## config.mk

```make
export PLATFORM = sky130hd
export DESIGN_NAME = imm_ext_arbiter_flat
export DESIGN_NICKNAME = d
export VERILOG_FILES = /design/src/rtl/imm_ext_arbiter_if.sv /design/src/rtl/imm_ext_arbiter.sv /design/src/flat_wrapper.sv
export SDC_FILE = /design/constraint.sdc
export NUM_CORES = 1
export LEC_CHECK = 0
export BUFFER_PORTS_ARGS = -buffer_cell sky130_fd_sc_hd__buf_2
export CORE_MARGIN = 5
export CORE_UTILIZATION = 57
export CTS_BUF_LIST = sky130_fd_sc_hd__clkbuf_4 sky130_fd_sc_hd__clkbuf_8
export CTS_CLUSTER_SIZE = 28
export DETAILED_ROUTE_END_ITERATION = 16
export PLACE_DENSITY = 0.87
export SYNTH_ARGS = -nofsm -noshare
export SYNTH_HDL_FRONTEND = slang
export SYNTH_SLANG_ARGS = --single-unit
```

## constraint.sdc

```tcl
create_clock -name clk -period 6.7 [get_ports clk]
set_input_delay 0.335 -clock clk [delete_from_list [all_inputs] [get_ports clk]]
set_output_delay 0.335 -clock clk [all_outputs]
set_load 0.1 [all_outputs]
```

## src/rtl/imm_ext_arbiter_if.sv

```systemverilog
// Handshake bundle between two immediate requesters, the shared extender and its consumer.
// The interface itself adds no latency and no storage.
// Backpressure: the a/b ready signals and out_ready carry all flow control.
interface imm_ext_arbiter_if #(
  parameter int IMM_W = 8,
  parameter int OUT_W = 16
);
  // requester A (decode immediates)
  logic             a_valid;
  logic             a_ready;
  logic [IMM_W-1:0] a_imm;
  logic [1:0]       a_mode;

  // requester B (branch/jump offsets)
  logic             b_valid;
  logic             b_ready;
  logic [IMM_W-1:0] b_imm;
  logic [1:0]       b_mode;

  // result towards the ALU B-operand / PC-offset muxes
  logic             out_valid;
  logic             out_ready;
  logic [OUT_W-1:0] out_data;
  logic             out_src;

  logic             busy;

  // arbiter side
  modport slave (
    input  a_valid, a_imm, a_mode,
    input  b_valid, b_imm, b_mode,
    input  out_ready,
    output a_ready, b_ready,
    output out_valid, out_data, out_src,
    output busy
  );

  // requester / consumer side
  modport master (
    output a_valid, a_imm, a_mode,
    output b_valid, b_imm, b_mode,
    output out_ready,
    input  a_ready, b_ready,
    input  out_valid, out_data, out_src,
    input  busy
  );
endinterface

```

## src/rtl/imm_ext_arbiter.sv

```systemverilog
// Round-robin share of one 8->16 immediate extender between decode (A) and branch (B).
// Latency: result registered one cycle after the accepting beat (PAIR: after the low beat).
// Backpressure: one result in flight; both readies drop until the consumer takes it.
module imm_ext_arbiter #(
  parameter int IMM_W = 8,
  parameter int OUT_W = 16
) (
  input  logic              clk,
  input  logic              reset_n,
  imm_ext_arbiter_if.slave  bus
);

  // The extension modes concatenate two immediate-wide halves.
  if (OUT_W != 2 * IMM_W) begin : g_bad_width
    $error("imm_ext_arbiter: OUT_W must equal 2*IMM_W");
  end

  typedef enum logic [1:0] {
    IDLE     = 2'd0,
    PAIR_LO  = 2'd1,
    OUT_HOLD = 2'd2
  } state_t;

  localparam logic [1:0] MODE_ZE   = 2'b00;
  localparam logic [1:0] MODE_SE   = 2'b01;
  localparam logic [1:0] MODE_UP   = 2'b10;
  localparam logic [1:0] MODE_PAIR = 2'b11;

  // Single-beat extension. PAIR never reaches this function; it falls to
  // zero-extension so the case is fully specified.
  function automatic logic [OUT_W-1:0] extend(input logic [1:0]       mode,
                                              input logic [IMM_W-1:0] imm);
    logic [OUT_W-1:0] r;
    case (mode)
      MODE_ZE: r = {{IMM_W{1'b0}}, imm};
      MODE_SE: r = {{IMM_W{imm[IMM_W-1]}}, imm};
      MODE_UP: r = {imm, {IMM_W{1'b0}}};
      default: r = {{IMM_W{1'b0}}, imm};
    endcase
    return r;
  endfunction

  state_t           state;
  logic             ptr;        // 0: A wins a tie, 1: B wins a tie
  logic             owner;      // port that started the pending PAIR
  logic [IMM_W-1:0] hi_byte;    // high half of a pending PAIR
  logic             out_valid_q;
  logic [OUT_W-1:0] out_data_q;
  logic             out_src_q;

  logic             grant_a;
  logic             grant_b;
  logic             accept;
  logic [IMM_W-1:0] sel_imm;
  logic [1:0]       sel_mode;

  // Grant: round-robin tie-break in IDLE, owner locked in PAIR_LO, nobody in OUT_HOLD.
  // A grant already implies the granted port is valid, so grant == accept.
  always_comb begin
    grant_a = 1'b0;
    grant_b = 1'b0;
    case (state)
      IDLE: begin
        grant_a = bus.a_valid & (~bus.b_valid | ~ptr);
        grant_b = bus.b_valid & (~bus.a_valid |  ptr);
      end
      PAIR_LO: begin
        grant_a = ~owner & bus.a_valid;
        grant_b =  owner & bus.b_valid;
      end
      default: begin
        grant_a = 1'b0;
        grant_b = 1'b0;
      end
    endcase
  end

  assign accept   = grant_a | grant_b;
  assign sel_imm  = grant_b ? bus.b_imm  : bus.a_imm;
  assign sel_mode = grant_b ? bus.b_mode : bus.a_mode;

  // Readies are combinational from the grant, forced low while reset is held.
  assign bus.a_ready   = reset_n & grant_a;
  assign bus.b_ready   = reset_n & grant_b;
  assign bus.out_valid = out_valid_q;
  assign bus.out_data  = out_data_q;
  assign bus.out_src   = out_src_q;
  assign bus.busy      = (state != IDLE);

  // Control FSM with registered result; pointer moves only on the output handshake.
  always_ff @(posedge clk or negedge reset_n) begin
    if (!reset_n) begin
      state       <= IDLE;
      ptr         <= 1'b0;
      owner       <= 1'b0;
      hi_byte     <= '0;
      out_valid_q <= 1'b0;
      out_data_q  <= '0;
      out_src_q   <= 1'b0;
    end else begin
      case (state)
        IDLE: begin
          if (accept) begin
            if (sel_mode == MODE_PAIR) begin
              hi_byte <= sel_imm;
              owner   <= grant_b;
              state   <= PAIR_LO;
            end else begin
              out_data_q  <= extend(sel_mode, sel_imm);
              out_src_q   <= grant_b;
              out_valid_q <= 1'b1;
              state       <= OUT_HOLD;
            end
          end
        end
        PAIR_LO: begin
          // The low beat's mode field carries no meaning.
          if (accept) begin
            out_data_q  <= {hi_byte, sel_imm};
            out_src_q   <= owner;
            out_valid_q <= 1'b1;
            state       <= OUT_HOLD;
          end
        end
        OUT_HOLD: begin
          if (out_valid_q && bus.out_ready) begin
            out_valid_q <= 1'b0;
            ptr         <= ~out_src_q;
            state       <= IDLE;
          end
        end
        default: begin
          state       <= IDLE;
          out_valid_q <= 1'b0;
        end
      endcase
    end
  end

endmodule
```

## src/flat_wrapper.sv

```systemverilog
// flat-port wrapper written by rule: the top's interface ports become plain ports
module imm_ext_arbiter_flat 
#(
  parameter int IMM_W = 8,
  parameter int OUT_W = 16
)
  (clk, reset_n, bus_a_valid, bus_a_imm, bus_a_mode, bus_b_valid, bus_b_imm, bus_b_mode, bus_out_ready, bus_a_ready, bus_b_ready, bus_out_valid, bus_out_data, bus_out_src, bus_busy);
  imm_ext_arbiter_if #(.IMM_W(IMM_W), .OUT_W(OUT_W)) bus_i ();
  input  logic clk;
  input  logic reset_n;
  input wire logic [$bits(bus_i.a_valid)-1:0] bus_a_valid;
  input wire logic [$bits(bus_i.a_imm)-1:0] bus_a_imm;
  input wire logic [$bits(bus_i.a_mode)-1:0] bus_a_mode;
  input wire logic [$bits(bus_i.b_valid)-1:0] bus_b_valid;
  input wire logic [$bits(bus_i.b_imm)-1:0] bus_b_imm;
  input wire logic [$bits(bus_i.b_mode)-1:0] bus_b_mode;
  input wire logic [$bits(bus_i.out_ready)-1:0] bus_out_ready;
  output wire logic [$bits(bus_i.a_ready)-1:0] bus_a_ready;
  output wire logic [$bits(bus_i.b_ready)-1:0] bus_b_ready;
  output wire logic [$bits(bus_i.out_valid)-1:0] bus_out_valid;
  output wire logic [$bits(bus_i.out_data)-1:0] bus_out_data;
  output wire logic [$bits(bus_i.out_src)-1:0] bus_out_src;
  output wire logic [$bits(bus_i.busy)-1:0] bus_busy;
  assign bus_i.a_valid = bus_a_valid;
  assign bus_i.a_imm = bus_a_imm;
  assign bus_i.a_mode = bus_a_mode;
  assign bus_i.b_valid = bus_b_valid;
  assign bus_i.b_imm = bus_b_imm;
  assign bus_i.b_mode = bus_b_mode;
  assign bus_i.out_ready = bus_out_ready;
  assign bus_a_ready = bus_i.a_ready;
  assign bus_b_ready = bus_i.b_ready;
  assign bus_out_valid = bus_i.out_valid;
  assign bus_out_data = bus_i.out_data;
  assign bus_out_src = bus_i.out_src;
  assign bus_busy = bus_i.busy;
  imm_ext_arbiter #(.IMM_W(IMM_W), .OUT_W(OUT_W)) u_core (.clk(clk), .reset_n(reset_n), .bus(bus_i));
endmodule
```

==> results by group <==
STA
  • Max frequency: between 200 and 300 MHz
  • Worst Hold Margin: 28.9 ps
  • Shortest clock period the worst path allows after layout: 3870 ps
  • Max Transition Viols Final: 0
  • Worst max-slew margin expressed relative to the limit: 36.6%
  • Transition time at the pin with the least slew margin: roughly 940 ps
  • Final Hold Violating Endpoints: 0
  • Final critical-path share of the clock period: 57.8%
  • Final setup violating endpoints: 0
  • Final setup skew: 7.19 ps
  • Final total negative setup slack: 0 ps
  • RSZ-0062 raised after global routing: false

GRT
  • Global-route usage over all layers: 20.3%
  • Maximum number of pins on one net before global-route repair: 33
  • Antenna violations before repair: 0
  • Vias in the first global route: approximately 1400
  • Global-route wire length before repair: between 6 and 7 mm
  • Congestion Overflow GR: 0

Logic synthesis
  • Post-Syn Area per Cell: about 11 um2
  • Sequential share of the synthesized area: 47.1%
  • Number of flops mapped to enable cells by yosys: 0
  • Leading area contributor after synthesis: dfrtp_1
  • FF+latch count, synth: 30
  • Number of instances in the synthesized netlist: 147
  • Cell area after technology mapping: 1600 um2
  • Largest cells by area after synthesis: dfrtp_1, o21ai_0, mux2i_1
  • Synth top area share: 47.1%
  • Async SR Flop Fraction: 100%
  • Synthesis warning total: 0
  • Most frequently used flop master after synthesis: dfrtp_1
  • Count of distinct cell types in the synthesized netlist: 42
  • Mapped Nets: 175

Detailed routing
  • Routed WL: 3.73 mm
  • Wire length per cell: 16.7 um
  • Final ANT Viol Nets: 0
  • DR DRC count: 0
  • Via total after detailed routing: between 1000 and 1500
  • Starting DRT DRC Count: 60
  • Via/cell ratio: 6.14
  • Number of iterations in the first detailed-routing pass: 4

Floorplan
  • Die height: around 63 um
  • Starting Density: 58.9%
  • Io pins: between 40 and 50
  • Horizontal die dimension: 62.9 um
  • Rows: 19
  • Die Outline Area: 3960 um2
  • Core Footprint: 2710 um2

Place
  • Count of input and output buffers: 45
  • Estimated wirelength of the detail-placed design: roughly 2.8 mm
  • Total placed instance area: 1810 um2
  • Final estimated routing congestion in global placement: 0.862

Flow run
  • Number of max-cap violations: 0

Finish
  • Layout cell share with drive strength beyond 1: 33.3%
  • Number of antenna cells inserted: 0
  • Area delta synth->final: 17.3%
  • Final non-filler cell area: about 1900 um2
  • Final-stage net count: 219
  • Post-route core utilization: 69.1%

Clock tree
  • Clock root buffer master: clkbuf_4
  • Clock input transition at the sequential cells of the worst setup and hold paths: 100 ps
  • Skew-Pair Late Insertion Delay: roughly 330 ps
  • Max Root-Sink Buffers: 2
  • TritonCTS clock tree: built
  • Deepest level of the CTS H-tree: 2
  • Total clock buffers created by CTS: 5
  • Post-CTS sizing: 0
  • Number of buffers inserted by post-CTS setup repair: 0
  • Number of buffers added to fix hold violations after cts: 0
  • Sink Count: 30

Worst setup path
  • Crit path capture type: flop
  • Critical-path cell list: nand2b_1 -> nor3_4 -> mux2i_1 -> inv_1 -> ha_1 -> nor2b_1 -> a311oi_2 -> o311ai_1 -> o2bb2ai_1
  • Highest net fanout along the worst path: 12
  • Standard cell with the maximum stage delay on the critical path: a311oi_2
  • Kind of start point of the critical path: flop
  • Worst Path Arrival: 4120 ps
  • Max incr delay on CP: 800 ps
  • Critical path class: flop to flop
  • Req. time, crit path: 6950 ps

Outcome
  • Status: complete, no violations

Min path
  • Type of the tightest min-delay check: primary input to async pin
-- synth_stat cells (2+ instances only) --
cell type and count:
dfrtp_1 30, o21ai_0 21, nand2_1 12, mux2i_1 8, nand4_1 8, o2bb2ai_1 8
o2111ai_1 7, a21oi_1 4, inv_1 4, clkbuf_1 3, ha_1 3, nor2b_1 3
buf_2 2, buf_6 2, mux2_2 2, nand2b_1 2, nor2_1 2, o21a_1 2
-- state kept, by name, summed over array words and instances (netlist names) --
name                  count
u_core.bus.out_data      16
u_core.bus.out_src        1
u_core.ptr                1
u_core.hi_byte            8
u_core.state              2
u_core.bus.out_valid      1
u_core.owner              1
-- worst max-delay path: cells and delay by family, from the launching register on --
family          cells  cell delay [ps]
mux                 1              340
buf+inv             1              100
flops               1              510
compound gates      3             1570
simple gates        3             1050
fa+ha+maj           1              210
-- kinds of logic (layout without fill, tap and decap cells) --
group	after synthesis	in the layout	share of synthesized area, %
flops	30	30	47.1
fa+ha+maj	3	3	2.35
mux	10	10	6.43
simple gates	40	40	16.4
compound gates	52	52	23.6
buf+inv	12	57	4.16
-- layout by cell type (no fill, tap or decap), types with 2 or more instances in the layout --
cell type,n
mux2i_1,8
mux2_2,2
ha_1,3
a21oi_1,4
nand2b_1,2
inv_1,4
buf_2,45
dfrtp_1,30
o2111ai_1,7
nor2b_1,3
clkbuf_4,5
o21a_1,2
nand4_1,8
o21ai_0,21
o2bb2ai_1,8
nor2_1,2
nand2_1,12
-- stage by stage --
| step | worst slack, ps | cells |
|---|---|---|
| after CTS | 2830 | 223 |
| final | 2830 | 223 |
| after global placement | 3070 | 215 |
| after detailed placement | 2870 | 215 |
| after floorplan | 4040 | 147 |
| after global routing | 2520 | 223 |
-- routing by layer --
layer	share of wire [%]	global-route usage [%]	vias up
li1	-	-	654
met1	43	26.4	644
met2	46	32.6	66
met3	9.7	6.83	5
met4	0.86	4.77	0
met5	0	0	-
-- worst paths after layout --
| check | startpoint | endpoint | slack [ps] | cells after the start |
|---|---|---|---|---|
| max in group asynchronous | reset_n | u_core.hi_byte[4]$_DFFE_PN0P_ | 6240 | 1 |
| min | reset_n | u_core.ptr$_DFFE_PN0P_ | 30 | 1 |
| min reg2reg | u_core.hi_byte[7]$_DFFE_PN0P_ | u_core.hi_byte[7]$_DFFE_PN0P_ | 490 | 2 |
| min in group clk | bus_b_valid | u_core.state[0]$_DFFE_PN0P_ | 360 | 4 |
| max reg2reg | u_core.state[1]$_DFFE_PN0P_ | u_core.bus.out_data[7]$_DFFE_PN0P_ | 2830 | 9 |
| max | u_core.state[1]$_DFFE_PN0P_ | u_core.bus.out_data[7]$_DFFE_PN0P_ | 2830 | 9 |
-- layout make-up --
class	instances	area, um2
well taps	31	38.8
flip-flops and latches	30	751
repair buffers	45	225
clock inverters	2	12.5
clock buffers	6	51.3
multi-input cells	105	778
inverters	4	15.0
fillers	220	838
Power is not shown: default switching activity piles up to over one toggle a cycle in this logic, so the estimate is an artifact.
